<file path="src/rtl/sd_block_writer.sv">
// sd_block_writer: SPI-mode SD card single-block writer (CMD24), streaming 512 payload bytes
// from a synchronous SRAM, then checking the data-response token and waiting out card busy.
module sd_block_writer #(
  parameter int CLK_DIV = 2,
  parameter int RESP_TIMEOUT = 8,
  parameter int BUSY_TIMEOUT = 65535
) (
  input  logic        clk,
  input  logic        rst,
  input  logic        wr_req,
  input  logic [31:0] block_addr,
  output logic [8:0]  buf_addr,
  input  logic [7:0]  din,
  output logic        ready,
  output logic        done,
  output logic        err,
  output logic [2:0]  err_code,
  output logic        cs,
  output logic        sclk,
  output logic        mosi,
  input  logic        miso
);
  localparam int TMAX = RESP_TIMEOUT > BUSY_TIMEOUT ? RESP_TIMEOUT : BUSY_TIMEOUT;
  localparam int CW = $clog2(TMAX + 1) > 10 ? $clog2(TMAX + 1) : 10;
  localparam int DW = $clog2(CLK_DIV);
  typedef enum logic [3:0] {IDLE, PRE, CMD, R1, GAP, TOKEN, DATA, CRC, DRESP, BUSY, TAIL} state_t;
  state_t state, state_n;
  logic [CW-1:0] cnt, cnt_n;
  logic [31:0] addr;
  logic [7:0] tx, rx, nb;
  logic [DW-1:0] div;
  logic [2:0] bit_cnt, code_n;
  logic active, tick, rise, fall, byte_end, load;
  assign tick = active && div == DW'(CLK_DIV - 1);
  assign rise = tick && !sclk;
  assign fall = tick && sclk;
  assign byte_end = fall && bit_cnt == 3'd7;
  assign load = (state == IDLE && wr_req) || (byte_end && state != TAIL);
  assign ready = state == IDLE;
  assign cs = state == IDLE || state == TAIL;
  assign mosi = active ? tx[7] : 1'b1;
  // Next state is decided on the final falling edge so the next byte starts without a gap.
  always_comb begin
    state_n = state;
    cnt_n = cnt;
    code_n = 3'd0;
    case (state)
      IDLE: if (wr_req) begin
        state_n = PRE;
        cnt_n = '0;
      end
      PRE: if (byte_end) state_n = CMD;
      CMD: if (byte_end) begin
        state_n = cnt == CW'(5) ? R1 : CMD;
        cnt_n = cnt == CW'(5) ? '0 : cnt + 1'b1;
      end
      R1: if (byte_end) begin
        if (!rx[7]) begin
          state_n = rx == 8'h00 ? GAP : TAIL;
          code_n = rx == 8'h00 ? 3'd0 : 3'd1;
          cnt_n = '0;
        end else if (cnt >= CW'(RESP_TIMEOUT - 1)) begin
          state_n = TAIL;
          code_n = 3'd2;
        end else cnt_n = cnt + 1'b1;
      end
      GAP: if (byte_end) state_n = TOKEN;
      TOKEN: if (byte_end) begin
        state_n = DATA;
        cnt_n = '0;
      end
      DATA: if (byte_end) begin
        state_n = cnt == CW'(511) ? CRC : DATA;
        cnt_n = cnt == CW'(511) ? '0 : cnt + 1'b1;
      end
      CRC: if (byte_end) begin
        state_n = cnt == CW'(1) ? DRESP : CRC;
        cnt_n = cnt == CW'(1) ? '0 : cnt + 1'b1;
      end
      DRESP: if (byte_end) begin
        state_n = rx[4:0] == 5'h05 ? BUSY : TAIL;
        code_n = rx[4:0] == 5'h05 ? 3'd0 : 3'd3;
        cnt_n = '0;
      end
      BUSY: if (byte_end) begin
        if (rx == 8'hFF) state_n = TAIL;
        else if (cnt >= CW'(BUSY_TIMEOUT - 1)) begin
          state_n = TAIL;
          code_n = 3'd4;
        end else cnt_n = cnt + 1'b1;
      end
      TAIL: if (byte_end) state_n = IDLE;
      default: state_n = IDLE;
    endcase
  end
  always_comb begin
    nb = state_n == TOKEN ? 8'hFE : state_n == DATA ? din : 8'hFF;
    if (state_n == CMD)
      nb = cnt_n[2:0] == 3'd0 ? 8'h58 : cnt_n[2:0] == 3'd1 ? addr[31:24] :
           cnt_n[2:0] == 3'd2 ? addr[23:16] : cnt_n[2:0] == 3'd3 ? addr[15:8] :
           cnt_n[2:0] == 3'd4 ? addr[7:0] : 8'hFF;
  end
  always_ff @(posedge clk) begin
    if (rst) begin
      state <= IDLE;
      cnt <= '0;
      addr <= '0;
      tx <= 8'hFF;
      rx <= 8'h00;
      div <= '0;
      bit_cnt <= 3'd0;
      sclk <= 1'b0;
      active <= 1'b0;
      buf_addr <= 9'd0;
      done <= 1'b0;
      err <= 1'b0;
      err_code <= 3'd0;
    end else begin
      state <= state_n;
      cnt <= cnt_n;
      done <= state == TAIL && byte_end;
      if (state == IDLE && wr_req) begin
        addr <= block_addr;
        err <= 1'b0;
        err_code <= 3'd0;
      end else if (code_n != 3'd0) begin
        err <= 1'b1;
        err_code <= code_n;
      end
      // Address runs one whole byte ahead of the shifter, covering the SRAM read latency.
      if (load) begin
        tx <= nb;
        active <= 1'b1;
        div <= '0;
        bit_cnt <= 3'd0;
        sclk <= 1'b0;
        if (state_n == DATA) buf_addr <= cnt_n[8:0] + 9'd1;
      end else if (tick) begin
        div <= '0;
        sclk <= !sclk;
        if (rise) rx <= {rx[6:0], miso};
        if (fall) begin
          tx <= {tx[6:0], 1'b1};
          bit_cnt <= bit_cnt + 3'd1;
          active <= !byte_end;
        end
      end else if (active) div <= div + 1'b1;
    end
  end
endmodule
</file>
<file path="config.mk">
export PLATFORM = sky130hd
export DESIGN_NAME = sd_block_writer
export DESIGN_NICKNAME = d
export VERILOG_FILES = /design/src/rtl/sd_block_writer.sv
export SDC_FILE = /design/constraint.sdc
export NUM_CORES = 1
export LEC_CHECK = 0
export ABC_AREA = 1
export CAP_MARGIN = 5
export CORE_ASPECT_RATIO = 0.7
export CORE_MARGIN = 1
export CORE_UTILIZATION = 50
export CTS_BUF_LIST = sky130_fd_sc_hd__clkbuf_4 sky130_fd_sc_hd__clkbuf_8
export DETAILED_ROUTE_END_ITERATION = 6
export PLACE_DENSITY = 0.75
export SLEW_MARGIN = 40
export SYNTH_ARGS = -nofsm -noshare
export SYNTH_HDL_FRONTEND = slang
export SYNTH_SLANG_ARGS = --single-unit
export TNS_END_PERCENT = 50
</file>
<file path="constraint.sdc">
create_clock -name clk -period 2.7 [get_ports clk]
set_input_delay 0.54 -clock clk [delete_from_list [all_inputs] [get_ports clk]]
set_output_delay 0.54 -clock clk [all_outputs]
set_load 0.01 [all_outputs]
</file>
# == Word-level counts from Yosys, hierarchy flattened ==
# Index checks and enable logic that the tools add are counted.
# op_classes
n_reduce_logical,27
magnitude_cmp,2
bitwise,1
eq_ne,34
muxes,61
addsub,4
# ops
operator,n
16-bit 2-to-1 mux,14
16-bit one-hot mux with 7 select lines,1
8-bit 2-to-1 mux,11
4-bit 2-to-1 mux,17
4-bit one-hot mux with 11 select lines,1
4-bit by 3-bit == test with 1-bit output (second input constant),6
16-bit by 1-bit adder with 16-bit output (second input constant),1
16-bit by 1-bit == test with 1-bit output (second input constant),1
16-bit by 3-bit == test with 1-bit output (second input constant),1
16-bit by 9-bit == test with 1-bit output (second input constant),1
16-bit greater-or-equal comparator (second input constant),1
16-bit by 3-bit greater-or-equal comparator with 1-bit output (second input constant),1
2-bit != test (second input constant),8
4-bit by 2-bit == test with 1-bit output (second input constant),3
4-bit == test (second input constant),3
2-bit 2-to-1 mux,6
11-bit AND reduction,1
9-bit by 1-bit adder with 9-bit output (second input constant),1
3-bit 2-to-1 mux,3
3-bit one-hot mux with 3 select lines,1
8-bit == test (second input constant),1
8-bit logical NOT,1
1-bit logical AND,7
1-bit 2-to-1 mux,7
other kinds (22),31
# totals
in_bits,44
out_inout_bits,18
register_bits,88
elab_cells,143

# == Longest topological paths before layout ==
# logic_depth
word_depth,13
depth_mapped,28
depth_no_buf,27

# == Least setup slack after synthesis ==
# Ideal clock, no wire load.
# synth_path
path_type,flip-flop to flip-flop
startpoint,register bit_cnt[0]
endpoint,register tx[6]
required_time_ps,2588
setup_ps,112
stages_incl_launch_ff,26
setup_slack_ps,-193
path_buffers,2
synth_period_minus_slack_ps,2893
arrival_time_ps,2781
path_cell_list,dfxtp_1 ha_1 ha_1 inv_1 nor2_4 buf_6 nand3_1 nand2_1 nand2_2 nor2_4 nand2_2 a21boi_4 inv_2 ha_1 ha_1 clkbuf_1 nor2_1 nand4_1 nand2_1 nand2_1 nand2_1 nand2_1 nand2_1 nand2_1 nand2_1 nand2_1
# synth_via
elab_chain_cells,12
word_cells_on_any_way,42
classes_between,eq/ne (8); mux (27); reduce/logical (7)
# synth_lines
item,line,source
from (decl),32,"logic [2:0] bit_cnt, code_n;"
from (signal assigned),144,bit_cnt <= bit_cnt + 3'd1;
3-bit == test *,37,assign byte_end = fall && bit_cnt == 3'd7;
1-bit logical AND *,37,
16-bit 2-to-1 mux (tied with other cells),85,BUSY: if (byte_end) begin
16-bit one-hot mux with 7 select lines *,47,case (state)
named net cnt_n[0],28,"logic [CW-1:0] cnt, cnt_n;"
3-bit == test,101,cnt_n[2:0] == 3'd4 ? addr[7:0] : 8'hFF;
8-bit 2-to-1 mux,101,
8-bit 2-to-1 mux (2 in a row),100,cnt_n[2:0] == 3'd2 ? addr[23:16] : cnt_n[2:0] == 3'd3 ? addr[15:8] :
8-bit 2-to-1 mux,99,nb = cnt_n[2:0] == 3'd0 ? 8'h58 : cnt_n[2:0] == 3'd1 ? addr[31:24] :
8-bit 2-to-1 mux *,99,
8-bit 2-to-1 mux *,98,if (state_n == CMD)
8-bit 2-to-1 mux *,131,if (load) begin
to (signal assigned),132,tx <= nb;
to (signal assigned),143,"tx <= {tx[6:0], 1'b1};"
to (decl),30,"logic [7:0] tx, rx, nb;"
# The timed path passes the listed nets; every way through them passes the cells marked *. The select of a mux whose other input is x is not followed.
# A chain may end at the register's enable or synchronous reset.

# == Worst setup path in the final report ==
# layout_path
startpoint,register bit_cnt[1]
endpoint,register tx[3]
# The elaborated chain is that of the path after synthesis.

==> qor.yml <==
clock_tree:
  hold_buffers: 0
  clk_path_buf_depth: 2
  clock_sinks: 88
  clkSlewWorstSetupHoldPaths_ps: 100
  insertion_delay_ps: 390
  cts-root-buf: "clkbuf_8"
  cts_tree: "yes"
  htreeDepth: 3
  cts_made_buffers: 9
route:
  wl_per_cell_um: 14.2
  drtIter0Drc: 573
  drt-vias-per-instance: 5.12
  drc: 0
  dr.pass1.iters: 6
  ant_nets: 0
  finalWirelength_um: 17400
  vias: 6250
worst_setup_path:
  cp_max_fo: 5
  r2r_slack_ps: -230
  cpMaxStageDelayCell: "dfxtp_2"
  setup.worst_path.class: "reg -> reg"
  r2r-start: "bit_cnt[1]"
  reg2reg_depth: 24
  timing.rr.end: "tx[3]"
  cp-end-kind: "flip-flop"
  critPathBufInv: 3
  cp_common_cell: "nand2_1"
  required_ps: 2980
  cp_top_family: "simple AND/OR/NAND/NOR gates"
  critPathLaunchType: "flip-flop"
  cpPeakStageDelay_ps: 360
  crit_arrival_ps: 3210
  crit_path_cell_trace: "ha_4 > ha_4 > inv_2 > nor2_4 > nand4_1 > nand2_2 > nand2_4 > nor2_4 > nand2_2 > a21boi_4 > inv_2 > ha_4 > ha_4 > buf_4 > nor2_1 > nand4_1 > nand2_1 > nand2_1 > nand2_1 > nand2_1 > nand2_1 > nand2_1 > nand2_1 > nand2_1"
synthesis:
  synth-main-ff-cell: "dfxtp_1"
  synth_edf_count: 0
  synth-xor-area-share_pct: 1.09
  synth_top_family_by_area: "simple AND/OR/NAND/NOR gates"
  yosys.area.top_type: "dfxtp_1"
  yosys_warnings: 0
  synthCells: 908
  synth_compound_area_share_pct: 19.6
  syn-mean-instance-area_um2: 6.22
  synth_fa_ha_area_share_pct: 1.99
  synth_area_um2: 5650
  ys_seq_area_share_pct: 31.2
  ys_ff_latch: 88
  synth_area_leaders: "dfxtp_1 31%, nand2_1 14%, inv_1 9.7%"
  synthesis.nets: 961
  netlist-cell-type-count: 47
  muxShareOfSynthArea_pct: 0
  yosysTopAreaCellShare_pct: 31.2
  yosys.area_share.simple_pct: 32.8
  async_flop_share_pct: 0
min_path:
  hold_path_depth: 2
  hold_end: "err"
  min_from: "err"
  min_path_type: "reg -> reg"
sta:
  slew-limit-headroom_pct: 61.9
  hold_viol: 0
  rsz0062_at_grt: "yes"
  fin_hold_ws_ps: 459
  post-route-period-util_pct: 108
  tightestPinTransition_ps: 556
  max_freq_ghz: 0.341
  layout_min_cycle_time_ps: 2930
  worst_slack_ps: -228
  finalSetupViolations: 10
  slew_viol_final: 0
  skew_ps: 16.1
finish:
  nNetsFinal: 1116
  design_area_um2: 7610
  diodes: 0
  syn_to_final_growth_pct: 34.8
  fillers: 991
  layout-drive-gt1-share_pct: 20.7
  instances_no_fill: 1221
grt:
  antenna_found_initial: 0
  track_usage_pct: 30.6
  grt_pass1_wl_um: 27800
  grt_max_degree: 62
  grt_overflow: 0
  grt_pass1_vias: 5577
placement:
  placed_cells: 1192
  pre_cts_ws_ps: -164
  gp_congestion: 0.980
  portBuffers: 61
  placed_cell_area_um2: 7150
  dp_hpwl_um: 13200
floorplanning:
  fp.dieW_um: 129
  die-area_um2: 11700
  rows: 32
  start_util_pct: 51.3
  die_y_um: 90.9
  core_um2: 11000
  pin_count: 62
power:
  pwr-share-seq_pct: 50.3
  internal-power_w: 0.00190
  peakVddDrop_v: 0.000269
  combPwrFrac_pct: 15.5
  clkPwrFrac_pct: 34.2
  p_per_area_nw_per_um2: 360
  leakage_nw: 3.55
  switching_share_pct: 30.7
  power_switching_w: 0.000840
flow_run:
  drv_cap: 0
status:
  violations: "setup timing"
  status: "finished, violations left"
[metrics by stage]
stage / setup TNS, ps / util, % / power (W)
CTS: -474 / 67.3 / 0.00274
detailed placement: -1210 / 64.9 / 0.00181
finish: -1290 / 69.1 / 0.00274
floorplan: -42.4 / - / 0.00163
global placement: -911 / 64.9 / 0.00181
global route: -3530 / 69.1 / 0.00286
[worst register-to-register path: cells and delay by family (launching register included)]
kind | cells | cell delay [ps]
AO/OA/AOI/OAI | 1 | 170
adder cells (fa/ha/maj) | 4 | 620
buffers and inverters | 3 | 250
flip-flops | 1 | 360
AND/OR/NAND/NOR | 16 | 1420
[sequential cells by signal, summed over array words and instances (netlist names)]
register	count
active	1
addr	32
bit_cnt	3
buf_addr	9
cnt	16
div	1
done	1
err	1
err_code	3
rx	8
sclk	1
state	4
tx	8
[power by group through the flow]
stage                     clock network [W]  registers (W)  logic [W]
after floorplan                           0        0.00140   0.000228
after global placement                    0        0.00141   0.000398
after detailed placement                  0        0.00141   0.000401
after CTS                          0.000957        0.00138   0.000406
after global routing                0.00100        0.00138   0.000470
final                              0.000937        0.00138   0.000424
[worst max-delay path by stage]
stage,startpoint,end,slack [ps],cells after the start
final,bit_cnt[1],tx[3],-230,24
after global routing,bit_cnt[1],tx[3],-380,24
after CTS,bit_cnt[0],tx[6],-90,24
after detailed placement,wr_req,tx[6],-160,21
after global placement,wr_req,tx[6],-140,21
after floorplan,bit_cnt[1],tx[6],-40,25
[final cells by class]
cell class              count  area (um^2)  area share, %
repair buffers            172         1520           20.0
well taps                 153          191           2.52
clock buffers               9          124           1.63
multi-input cells         637         3330           43.8
clock inverters             7         72.6          0.954
inverters                 155          594           7.81
flip-flops and latches     88         1770           23.3
[Yosys cell counts (4+ instances only)]
master	n
a21oi_1	78
buf_6	6
clkbuf_1	18
dfxtp_1	88
ha_1	9
inv_1	146
inv_2	7
nand2_1	216
nand2_2	15
nand3_1	40
nand4_1	14
nor2_1	89
nor2_2	8
nor2_4	6
nor3_1	15
o21a_1	5
o21ai_0	89
o21ai_1	9
o22ai_1	4
xor2_1	7
[layout by cell type (no fill, tap or decap), types with 10 or more instances in the layout]
cell type        synthesis  final
inv_2                    7     10
nand3_1                 40     35
o21ai_0                 89     87
buf_4                    2    102
o21ai_1                  9     11
nor2_2                   8     12
a21oi_1                 78     75
dfxtp_1                 88     82
nand2_2                 15     19
nor3_1                  15     14
nor2_1                  89     82
clkdlybuf4s50_1          0     61
nand2_1                216    208
nand4_1                 14     14
inv_1                  146    141
[what timing repair did]
item,CTS,global route
cloned,1,0
setup endpoints to repair,8,22
pin swaps,18,30
setup buffers,5,7
gates resized for setup,7,39
[routing by layer]
metal / routed length [um] / part of all wire, % / track usage (%)
met3: 1590 / 9.2 / 8.00
met4: 176 / 1.0 / 6.57
met1: 8620 / 50 / 46.7
met5: 0 / 0 / 0
met2: 7000 / 40 / 42.1
[kinds of logic (layout without fill, tap and decap cells)]
group / count (synthesis) / after routing
adder cells (fa/ha/maj): 9 / 9
XOR/XNOR: 7 / 7
AND/OR/NAND/NOR: 417 / 418
buffers and inverters: 184 / 343
AO/OA/AOI/OAI: 203 / 203
flip-flops: 88 / 88
No activity file was read; power rests on OpenSTA's default activity.
